`config.mk`:
```
export PLATFORM = sky130hd
export DESIGN_NAME = cc_stream_decryptor
export DESIGN_NICKNAME = d
export VERILOG_FILES = /design/src/rtl/cc_stream_decryptor.sv
export SDC_FILE = /design/constraint.sdc
export NUM_CORES = 1
export LEC_CHECK = 0
export ABC_AREA = 1
export CORE_ASPECT_RATIO = 1.25
export CORE_MARGIN = 2
export CORE_UTILIZATION = 48
export CTS_CLUSTER_DIAMETER = 80
export DETAILED_ROUTE_END_ITERATION = 10
export PLACE_DENSITY = 0.75
export SETUP_SLACK_MARGIN = 0.15
export SYNTH_ARGS = -nofsm -noshare
export SYNTH_HDL_FRONTEND = slang
export SYNTH_SLANG_ARGS = --single-unit
```
`constraint.sdc`:
```
create_clock -name clk -period 3.81 [get_ports clk]
set_input_delay 0.762 -clock clk [delete_from_list [all_inputs] [get_ports clk]]
set_output_delay 0.762 -clock clk [all_outputs]
set_load 0.02 [all_outputs]
```
`src/rtl/cc_stream_decryptor.sv`:
```
// Command-centre uplink decryptor: undoes the chained LFSR-keystream cipher one byte per
// enabled cycle and returns the 64-bit plaintext through a valid/ready handshake.
module cc_stream_decryptor #(
    parameter logic [7:0] IV        = 8'h00,
    parameter logic [7:0] ZERO_SEED = 8'hA5
) (
    input  logic        clk,
    input  logic        rst,
    input  logic        ena,
    input  logic        key_load,
    input  logic [7:0]  key,
    output logic        key_err,
    input  logic        c_valid,
    output logic        c_ready,
    input  logic [63:0] c,
    output logic        out_valid,
    input  logic        out_ready,
    output logic [63:0] decrypted,
    output logic        busy,
    output logic [1:0]  state_dbg
);

    // Handshakes: a transfer happens on an enabled rising edge where valid and ready are both
    // high; the source holds its data and valid until that edge, and ready never depends on valid.
    typedef enum logic [1:0] {
        NOKEY  = 2'd0,
        READY  = 2'd1,
        DECODE = 2'd2,
        DONE   = 2'd3
    } state_t;

    state_t      state;
    logic [7:0]  key_reg;
    logic [63:0] c_reg;
    logic [7:0]  ks;
    logic [7:0]  prev;
    logic [2:0]  idx;

    logic [7:0]  cur_byte;
    logic [7:0]  plain_byte;
    logic [7:0]  ks_next;
    logic [7:0]  eff_key;
    logic [7:0]  seed;

    always_comb begin
        cur_byte   = c_reg[{idx, 3'b000} +: 8];
        plain_byte = (cur_byte - prev) ^ ks;
        ks_next    = {ks[6:0], ks[7] ^ ks[5] ^ ks[4] ^ ks[3]};
        // A key loaded on the same edge as the ciphertext already governs that ciphertext.
        eff_key    = key_load ? key : key_reg;
        seed       = (eff_key == 8'h00) ? ZERO_SEED : eff_key;
    end

    assign state_dbg = state;

    always_ff @(posedge clk or negedge rst) begin
        if (!rst) begin
            state     <= NOKEY;
            key_reg   <= 8'h00;
            c_reg     <= 64'h0;
            ks        <= 8'h00;
            prev      <= 8'h00;
            idx       <= 3'd0;
            decrypted <= 64'h0;
            c_ready   <= 1'b0;
            out_valid <= 1'b0;
            busy      <= 1'b0;
            key_err   <= 1'b0;
        end else if (ena) begin
            key_err <= 1'b0;
            case (state)
                NOKEY: begin
                    if (key_load) begin
                        key_reg <= key;
                        c_ready <= 1'b1;
                        state   <= READY;
                    end
                end
                READY: begin
                    if (key_load) begin
                        key_reg <= key;
                    end
                    if (c_valid) begin
                        c_reg   <= c;
                        ks      <= seed;
                        prev    <= IV;
                        idx     <= 3'd0;
                        c_ready <= 1'b0;
                        busy    <= 1'b1;
                        state   <= DECODE;
                    end
                end
                DECODE: begin
                    key_err                         <= key_load;
                    decrypted[{idx, 3'b000} +: 8] <= plain_byte;
                    ks                              <= ks_next;
                    prev                            <= cur_byte;
                    idx                             <= idx + 3'd1;
                    if (idx == 3'd7) begin
                        out_valid <= 1'b1;
                        state     <= DONE;
                    end
                end
                DONE: begin
                    key_err <= key_load;
                    if (out_ready) begin
                        out_valid <= 1'b0;
                        busy      <= 1'b0;
                        c_ready   <= 1'b1;
                        state     <= READY;
                    end
                end
                default: state <= NOKEY;
            endcase
        end
    end

endmodule

```
==> run summary, run 1 <==
• 985 ps — pin slew with the least headroom to its limit
• 144 µm — height of the die
• 148 — number of I/O pins
• 30.0 mm — global-route wire length before repair
• 44.4% — Net Sw Frac
• 0 — Max Slew Vio Count
• 31.0% — fraction of power consumed by sequential logic
• 0 — maxcap violations
• 31 — library cells used by synthesis
• register — startpoint type of the worst setup path
• 60 ps — clock edge transition at the registers on the reported setup and hold paths
• 1164 — number of nets in the layout
• 0 — hold violation total from the final report
• 50.6% — logic gate share of total power
• 53.5% — post-synth top area share
• 420 ps — insertion delay to the later sink of the worst-skew pair
• 4030 µm² — Storage cell area
• 100% — ys async rst share
• 3160 ps — final critical-path required period
• 0.582 mV — Worst VDD drop
• 5.03 — vias per cell
• 13 — worst reg2reg path depth
• 0 — antenna violations before repair
• 1357 — number of fill cells
• 4.70 nW — P_leak
• nand2_1, dfrtp_1, o21ai_0 — commonest cells in the netlist
• 5.14 mW — P_int
• 9.24 mW — total design power
• 10.5 ps — Max Clock Skew
• 0.889 — GP Congestion
• 161 — synthesis-stage register bit count
• nand2_1 — most instantiated library cell after synthesis
• 8.10 µm² — Post-Syn Area per Cell
• 4 — number of H-tree levels
• 1029 — nets in the synthesized netlist
• 73 — maximum number of pins on one net before global-route repair
• 147 — number of I/O port buffers
• 16700 µm² — Die Footprint
• 23 — worst-path maximum fanout
• 29.7% — area growth from synthesis to layout
• finished clean — outcome
• 2 — maximum number of buffers from clock root to sink
• 0.317 GHz — maximum clock frequency
• 946 nW/µm² — power per cell area
• 0 — total of endpoints with negative setup slack in the final report
• 6470 — total number of vias
• 4.47% — fraction of final layout cells sized beyond drive strength 1
• 4.10 mW — Net Switching
• 929 — gate count of the mapped netlist
• dfrtp_1, nand2_1, o21ai_0 — synth top area cells
• 0 — Remaining DRCs
• 412 — drt first-iter violations
• 0 — total of cells resized after clock tree synthesis
• done — clock tree from TritonCTS
• 0 — antenna fix cells
• clkbuf_16 — cell at the root of the clock tree
• 13.4 mm — detailed placer's ending HPWL
• 0 — GRT overflow
• 23.0% — global router's overall resource usage
• 3440 ps — CP Data Arrival Time
• 6 — number of optimization iterations in the first detailed-route pass
• dfrtp_1 — most area-hungry cell type in the Yosys netlist
• 51 — Core Rows
• dfrtp_1 — predominant post-synthesis flop cell
• 17 — CTS Buf Count
• false — setup repair after global routing missed its margin
• 0 — post-CTS setup buffer count
• 161 — total number of clock tree sinks
• 6149 — vias in the first global route
• 0 — antenna-violating nets left
• 0 — number of buffers inserted by hold repair at cts
• 14.2 µm — routed len/inst
• 0 ps — final-layout setup total negative slack
• 53.5% — Seq/Total Area, Yosys
• 3090 µm² — combined area of the multi-input logic cells
• 48.7% — effective utilization at floorplan
• register to register — category of the most critical setup path
• 34.3% — Max transition margin
• 4090 ps — Worst Path Required
• input port to async pin — type of the tightest min-delay check
• 116 µm — horizontal die dimension
• 82.9% — post-route clock period utilization
• 15400 µm² — core area
• 0 — number of enable flip-flop cells after synthesis
• 7520 µm² — Mapped Area
• 18.4% — power share of the clock group
• 650 ps — FF-to-FF setup slack
• 0 — Syn. warnings
• register — kind of end point of the critical path
• 18.3 mm — total detailed-routing wirelength
[worst max-delay path: stages (launching register included)]
cell,delay [ps]
dfrtp_1,570
inv_1,100
buf_4,220
o21ai_0,160
o221ai_1,150
nand2_1,150
ha_1,150
inv_1,60
fa_1,410
xnor2_1,280
xor2_1,440
inv_1,120
nand3_1,110
o21ai_0,90
[area by class of cell]
type,count,share of cell area (%)
clock buffers,20,4.58
clock inverters,10,1.38
inverters,64,2.46
multi-input cells,664,31.7
flip-flops and latches,161,41.3
well taps,212,2.72
repair buffers,156,15.9
[layout by cell type (no fill, tap or decap), drive strengths merged, types with 6 or more instances in the layout]
master / instances
clkbuf: 20
inv: 64
clkinv: 6
buf: 10
nor3: 8
clkdlybuf4s50: 146
a21oi: 16
o21ai: 113
ha: 21
nand3: 33
xnor2: 7
o22ai: 16
dfrtp: 161
xor2: 6
nor2: 52
nand2: 369
[path summary, 6_finish.rpt]
check,start,to
min in group clk,c_reg[42],c_reg[42]
max reg2reg,idx[0],decrypted[42]
max in group asynchronous,rst,idx[1]
max,idx[0],decrypted[42]
min reg2reg,c_reg[42],c_reg[42]
min,rst,decrypted[59]
[layer usage]
layer / part of all wire, % / wire, µm / track usage (%) / vias to the layer above
met5: 0 / 0 / 0 / -
met3: 4.2 / 775 / 3.73 / 31
li1: - / - / - / 3232
met2: 50 / 9120 / 39.4 / 209
met1: 44 / 8020 / 29.8 / 2998
met4: 2.0 / 359 / 7.58 / 0
[kinds of logic after synthesis]
kind of cell | share of synthesized area, %
AO/OA/AOI/OAI | 10.9
adder cells (fa/ha/maj) | 3.76
XOR/XNOR | 1.51
flip-flops | 53.5
AND/OR/NAND/NOR | 25.0
buffers and inverters | 5.34
[power by group through the flow]
| stage | Combinational [mW] | Sequential (mW) | Clock (mW) |
|---|---|---|---|
| floorplan | 2.82 | 3.03 | 0 |
| global placement | 4.52 | 2.86 | 0 |
| detailed placement | 4.62 | 2.88 | 0 |
| CTS | 4.66 | 2.86 | 1.72 |
| global route | 5.23 | 2.94 | 1.80 |
| finish | 4.68 | 2.86 | 1.70 |
[through the flow]
stage          cell area (µm²)  utilization [%]  hold WS, ps  setup slack, ps  instances
6_report                  9760             63.2          315              652       1287
3_3_place_gp              9180             59.5          453              781       1257
4_1_cts                   9760             63.2          342              661       1287
2_1_floorplan             7520                -          437             1140        929
3_5_place_dp              9180             59.5          459              673       1257
5_1_grt                   9760             63.2          365              384       1287
Note: power is estimated with default switching activity, not from simulation.
==> run 2: changes to the inputs <==
Settings changed: CORE_UTILIZATION 48 to 47, PLACE_DENSITY 0.75 to 0.77.
Clock period 3.81 ns to 2.9 ns, I/O delays scaled along.
==> run 2 against run 1 <==
Effect of this change: critical path depth up 2; clock skew down 3.1 ps; via count up 2.4%; first-iteration DRC count down 2.4%; critical path type unchanged; critical endpoint is now decrypted[45]; largest power group unchanged.
==> run summary, run 2 (synthesized netlist as in run 1, its figures left out) <==
• 17 — CTS Buf Count, unchanged
• 2590 ps — final critical-path required period, was 3160 ps
• 0 — antenna fix cells, unchanged
• 73 — maximum number of pins on one net before global-route repair, unchanged
• 0 — total of endpoints with negative setup slack in the final report, unchanged
• 7.42 ps — Max Clock Skew, was 10.5 ps
• 32.3% — area growth from synthesis to layout, was 29.7%
• 0 — antenna violations before repair, unchanged
• 651 ps — pin slew with the least headroom to its limit, was 985 ps
• 2880 ps — CP Data Arrival Time, was 3440 ps
• 89.2% — post-route clock period utilization, was 82.9%
• 1175 — number of nets in the layout, was 1164
• 56.6% — Max transition margin, was 34.3%
• 6.90% — fraction of final layout cells sized beyond drive strength 1, was 4.47%
• 310 ps — FF-to-FF setup slack, was 650 ps
• 60 ps — clock edge transition at the registers on the reported setup and hold paths, about the same
• 15 — worst-path maximum fanout, was 23
• 15 — worst reg2reg path depth, was 13
• 48.1% — effective utilization at floorplan, was 48.7%
• 0 — hold violation total from the final report, unchanged
• 44.5% — Net Sw Frac, was 44.4%
• 161 — total number of clock tree sinks, unchanged
• 402 — drt first-iter violations, was 412
• 29.5% — fraction of power consumed by sequential logic, was 31.0%
• 7 — number of optimization iterations in the first detailed-route pass, was 6
• 2 — maximum number of buffers from clock root to sink, unchanged
• finished clean — outcome, unchanged
• 6461 — vias in the first global route, was 6149
• 3200 ps — Worst Path Required, was 4090 ps
• 0 — antenna-violating nets left, unchanged
• 63.7% — fraction of the core area covered by cells at the end of the flow, was 63.2%
• clkbuf_16 — cell at the root of the clock tree, unchanged
• register — kind of end point of the critical path, unchanged
• 18.9 mm — total detailed-routing wirelength, was 18.3 mm
• 22.7% — global router's overall resource usage, was 23.0%
• 1334 — number of fill cells, was 1357
• 17.1% — power share of the clock group, was 18.4%
• nand2_1, dfrtp_1, clkdlybuf4s50_1, o21ai_0, inv_1 — top library cells by usage in the layout, fill and taps aside, unchanged
• 117 µm — horizontal die dimension, was 116 µm
• 1280 nW/µm² — power per cell area, was 946 nW/µm²
• done — clock tree from TritonCTS, unchanged
• 4 — number of H-tree levels, unchanged
• 0 ps — final-layout setup total negative slack, unchanged
• 4.77 nW — P_leak, was 4.70 nW
• 0 — maxcap violations, unchanged
• 14.5 µm — routed len/inst, was 14.2 µm
• 0 — Max Slew Vio Count, unchanged
• true — setup repair after global routing missed its margin, was false
• 7.05 mW — P_int, was 5.14 mW
• 53.4% — logic gate share of total power, was 50.6%
• 6623 — total number of vias, was 6470
• idx[1] — Critical R2R Launch, was idx[0]
• 51 — Core Rows, unchanged
• 30.7 mm — global-route wire length before repair, was 30.0 mm
• 0.864 — GP Congestion, was 0.889
• 315 ps — worst path setup slack after routing, was 652 ps
• 148 — number of I/O pins, unchanged
• input port to async pin — type of the tightest min-delay check, unchanged
• decrypted[45] — capture instance of the worst register-to-register path, was decrypted[42]
• register to register — category of the most critical setup path, unchanged
• 430 ps — insertion delay to the later sink of the worst-skew pair, was 420 ps
• 13.8 mm — detailed placer's ending HPWL, was 13.4 mm
• 0 — GRT overflow, unchanged
• 0.790 mV — Worst VDD drop, was 0.582 mV
• 17000 µm² — Die Footprint, was 16700 µm²
• 145 µm — height of the die, was 144 µm
• 5.65 mW — Net Switching, was 4.10 mW
• 5.10 — vias per cell, was 5.03
• 0.387 GHz — maximum clock frequency, was 0.317 GHz
• 169 ps — post-placement setup slack, was 673 ps
• register — startpoint type of the worst setup path, unchanged
• 0 — Remaining DRCs, unchanged
• nand2_1 — most common cell after layout, fill and taps aside, unchanged
• 147 — number of I/O port buffers, unchanged
• 15600 µm² — core area, was 15400 µm²
-- run 2: final cells by class --
cell class | instances | area (µm²) | share of cell area [%]
Multi-Input combinational cell | 664 | 3190 | 32.0
Clock inverter | 10 | 113 | 1.13
Clock buffer | 21 | 450 | 4.53
Timing Repair Buffer | 167 | 1670 | 16.8
Inverter | 64 | 240 | 2.41
Sequential cell | 161 | 4030 | 40.5
Tap cell | 212 | 265 | 2.67
-- run 2: routing by layer --
metal	global-route usage, %	share of wire, %	vias up
li1	-	-	3258
met1	28.6	42	3115
met2	38.3	51	210
met3	4.29	4.9	40
met4	8.82	2.6	0
met5	0	0	-
-- run 2: power by group through the flow --
stage | Sequential [mW] | Clock (mW) | Combinational [mW]
6_report | 3.75 | 2.17 | 6.78
5_1_grt | 3.85 | 2.28 | 7.49
4_1_cts | 3.74 | 2.19 | 6.22
3_5_place_dp | 3.77 | 0 | 6.17
3_3_place_gp | 3.75 | 0 | 6.01
2_1_floorplan | 3.98 | 0 | 3.70
-- run 2: timing repair --
action,4_1_cts,5_1_grt
resized for setup,0,28
endpoints found under the setup margin,0,48
buffers inserted,0,2
hold buffers,0,0
-- run 2: worst max-delay path by stage --
stage	to	cells after the start	startpoint	slack, ps
2_1_floorplan	decrypted[45]	18	idx[0]	230
3_5_place_dp	decrypted[62]	13	idx[0]	170
4_1_cts	decrypted[62]	14	idx[0]	160
3_3_place_gp	decrypted[30]	13	idx[0]	230
5_1_grt	decrypted[52]	7	idx[1]	140
6_report	decrypted[45]	15	idx[1]	310
-- run 2: per-stage QoR --
stage / cell area [µm²] / cells / total power, mW / hold WS [ps]
after floorplan: 7520 / 929 / 7.69 / 284
after global placement: 9260 / 1266 / 9.75 / 450
after detailed placement: 9260 / 1266 / 9.94 / 462
after CTS: 9820 / 1297 / 12.1 / 181
after global routing: 9950 / 1299 / 13.6 / 211
final: 9950 / 1299 / 12.7 / 161
-- run 2: critical path: stages, from the launching register on --
cell and delay, ps:
dfrtp_1 410, buf_4 220, o21ai_0 110, o22ai_1 190
nand2_1 90, nand2_1 160, ha_4 240, a21oi_1 160
nand2_2 100, nand2_1 70, nand2_1 50, or2_2 300
nand2_2 110, nor2_1 70, nand2_1 90, o21ai_0 80
==> run 3: changes to the inputs <==
Settings changed: CELL_PAD_IN_SITES_DETAIL_PLACEMENT set to 1, CELL_PAD_IN_SITES_GLOBAL_PLACEMENT set to 2, CORE_UTILIZATION 47 to 27, PLACE_DENSITY 0.77 to 0.76.
==> run 3 against run 2 <==
Effect of this change: maximum frequency is 1.6% lower; clock power is 3% higher; largest power group unchanged; critical path depth is 3 lower; sequential share of layout area fell by 1.7 points; first-iteration DRC count fell by 47%; clock skew rose by 4.4 ps; non-clock buffer count rose by 14; final cell count is 12% higher; register-to-register slack got worse by 40 ps.
==> run summary, run 3 (synthesized netlist as in run 1, its figures left out) <==
• 15.7 µm — routed len/inst, was 14.5 µm
• 10400 µm² — cell area after layout, was 9950 µm²
• 0.788 — GP Congestion, was 0.864
• 29200 µm² — Die Footprint, was 17000 µm²
• 13.5 mW — total design power, was 12.7 mW
• 22.8 mm — total detailed-routing wirelength, was 18.9 mm
• 0 — maxcap violations, unchanged
• 0 ps — final-layout setup total negative slack, unchanged
• 0.617 mV — Worst VDD drop, was 0.790 mV
• 0 — hold violation total from the final report, unchanged
• 16.2% — global router's overall resource usage, was 22.7%
• 12 — worst reg2reg path depth, was 15
• 3226 — number of fill cells, was 1334
• 2 — maximum number of buffers from clock root to sink, unchanged
• 4 — number of optimization iterations in the first detailed-route pass, was 7
• 4.87 nW — P_leak, was 4.77 nW
• 27500 µm² — core area, was 15600 µm²
• 153 µm — horizontal die dimension, was 117 µm
• 1452 — non-filler cells, final, was 1299
• 6566 — total number of vias, was 6623
• 0 — antenna fix cells, unchanged
• 440 ps — insertion delay to the later sink of the worst-skew pair, was 430 ps
• nand2_1 — most common cell after layout, fill and taps aside, unchanged
• register — startpoint type of the worst setup path, unchanged
• register to register — category of the most critical setup path, unchanged
• 0 — GRT overflow, unchanged
• 9550 µm² — placed inst area, was 9260 µm²
• 70 ps — clock edge transition at the registers on the reported setup and hold paths, was 60 ps
• 215 — drt first-iter violations, was 402
• 0 — Remaining DRCs, unchanged
• 7150 — vias in the first global route, was 6461
• 191 µm — height of the die, was 145 µm
• 0 — total of endpoints with negative setup slack in the final report, unchanged
• 60.2% — Max transition margin, was 56.6%
• 2930 ps — CP Data Arrival Time, was 2880 ps
• 73 — maximum number of pins on one net before global-route repair, unchanged
• 3200 ps — Worst Path Required, about the same
• 1189 — number of nets in the layout, was 1175
• 0.381 GHz — maximum clock frequency, was 0.387 GHz
• 4.26 ps — post-placement setup slack, was 169 ps
• 16.8 mm — detailed placer's ending HPWL, was 13.8 mm
• clkbuf_16 — cell at the root of the clock tree, unchanged
• 2630 ps — final critical-path required period, was 2590 ps
• finished clean — outcome, unchanged
• 273 ps — worst path setup slack after routing, was 315 ps
• 596 ps — pin slew with the least headroom to its limit, was 651 ps
• 37.6 mm — global-route wire length before repair, was 30.7 mm
• 90.6% — post-route clock period utilization, was 89.2%
• 0 — number of buffers inserted by hold repair at cts, unchanged
• 0 — antenna violations before repair, unchanged
• 3270 µm² — combined area of the multi-input logic cells, was 3190 µm²
• decrypted[42] — capture instance of the worst register-to-register path, was decrypted[45]
• 11.8 ps — Max Clock Skew, was 7.42 ps
• 15 — worst-path maximum fanout, unchanged
• 68 — Core Rows, was 51
• input port to async pin — type of the tightest min-delay check, unchanged
• 1415 — total placed cells including tap cells, was 1266
• 4.52 — vias per cell, was 5.10
• 17 — CTS Buf Count, unchanged
• 27.4% — effective utilization at floorplan, was 48.1%
• done — clock tree from TritonCTS, unchanged
• 147 — number of I/O port buffers, unchanged
• 270 ps — FF-to-FF setup slack, was 310 ps
• register — kind of end point of the critical path, unchanged
• 161 — total number of clock tree sinks, unchanged
• idx[0] — Critical R2R Launch, was idx[1]
• 0 — Max Slew Vio Count, unchanged
• true — setup repair after global routing missed its margin, unchanged
• 4 — number of H-tree levels, unchanged
• 4030 µm² — Storage cell area, about the same
• 0 — antenna-violating nets left, unchanged
• 148 — number of I/O pins, unchanged
• nand2_1, dfrtp_1, clkdlybuf4s50_1, o21ai_0, inv_1 — top library cells by usage in the layout, fill and taps aside, unchanged
• 1300 nW/µm² — power per cell area, was 1280 nW/µm²
• 9.62% — fraction of final layout cells sized beyond drive strength 1, was 6.90%
• 38.1% — area growth from synthesis to layout, was 32.3%
## run 3: changes by cell type in the layout (fill, tap and decap cells not counted), sizes merged
cell | previous run | this run
bufbuf | 0 | 1
buf | 21 | 33
bufinv | 2 | 1
clkinv | 7 | 5
inv | 63 | 68
## run 3: how the worst max path moves through the flow
stage	start	cells past startpoint	slack, ps	end
finish	idx[0]	12	270	decrypted[42]
global route	idx[0]	16	120	decrypted[45]
CTS	idx[0]	16	150	decrypted[29]
detailed placement	idx[1]	7	4	decrypted[21]
global placement	idx[0]	15	90	decrypted[44]
floorplan	idx[0]	18	230	decrypted[45]
## run 3: cell type report
class,instances,area share (%)
clock inverters,12,1.18
repair buffers,181,17.7
clock buffers,20,4.39
inverters,64,2.34
multi-input cells,664,31.4
well taps,350,4.21
flip-flops and latches,161,38.8
## run 3: per-stage QoR
step / hold slack (ps) / util (%)
6_report: 77.0 / 37.8
5_1_grt: 94.0 / 37.8
3_5_place_dp: 454 / 34.8
4_1_cts: 80.3 / 37.1
2_1_floorplan: 284 / -
3_3_place_gp: 453 / 34.8
## run 3: timing repair
action                     4_1_cts  5_1_grt
setup endpoints to repair       26       51
buffers inserted                 1        2
gates cloned                     1        1
pin swaps                        1        6
resized for setup                9       41
## run 3: worst max-delay path: stages, from the launching register on
cell and delay [ps]:
dfrtp_2 440, buf_12 160, o21ai_0 260, o221ai_1 150, nand2_1 120, ha_1 150, inv_1 70, fa_2 420
xnor2_2 230, xor2_2 230, inv_1 90, nand3_1 90, o21ai_0 90
## run 3: per-layer routing
metal / vias to the layer above / GRT usage [%] / wire length [µm]
met4: 0 / 4.42 / 345
li1: 3282 / - / -
met3: 25 / 2.84 / 687
met5: - / 0 / 0
met1: 3142 / 20.0 / 10100
met2: 117 / 29.0 / 11700
## run 3: power breakdown
part	switching (mW)	internal, mW	total [mW]
sequential	0.588	3.15	3.74
combinational	4.49	3.05	7.54
clock	0.983	1.25	2.23
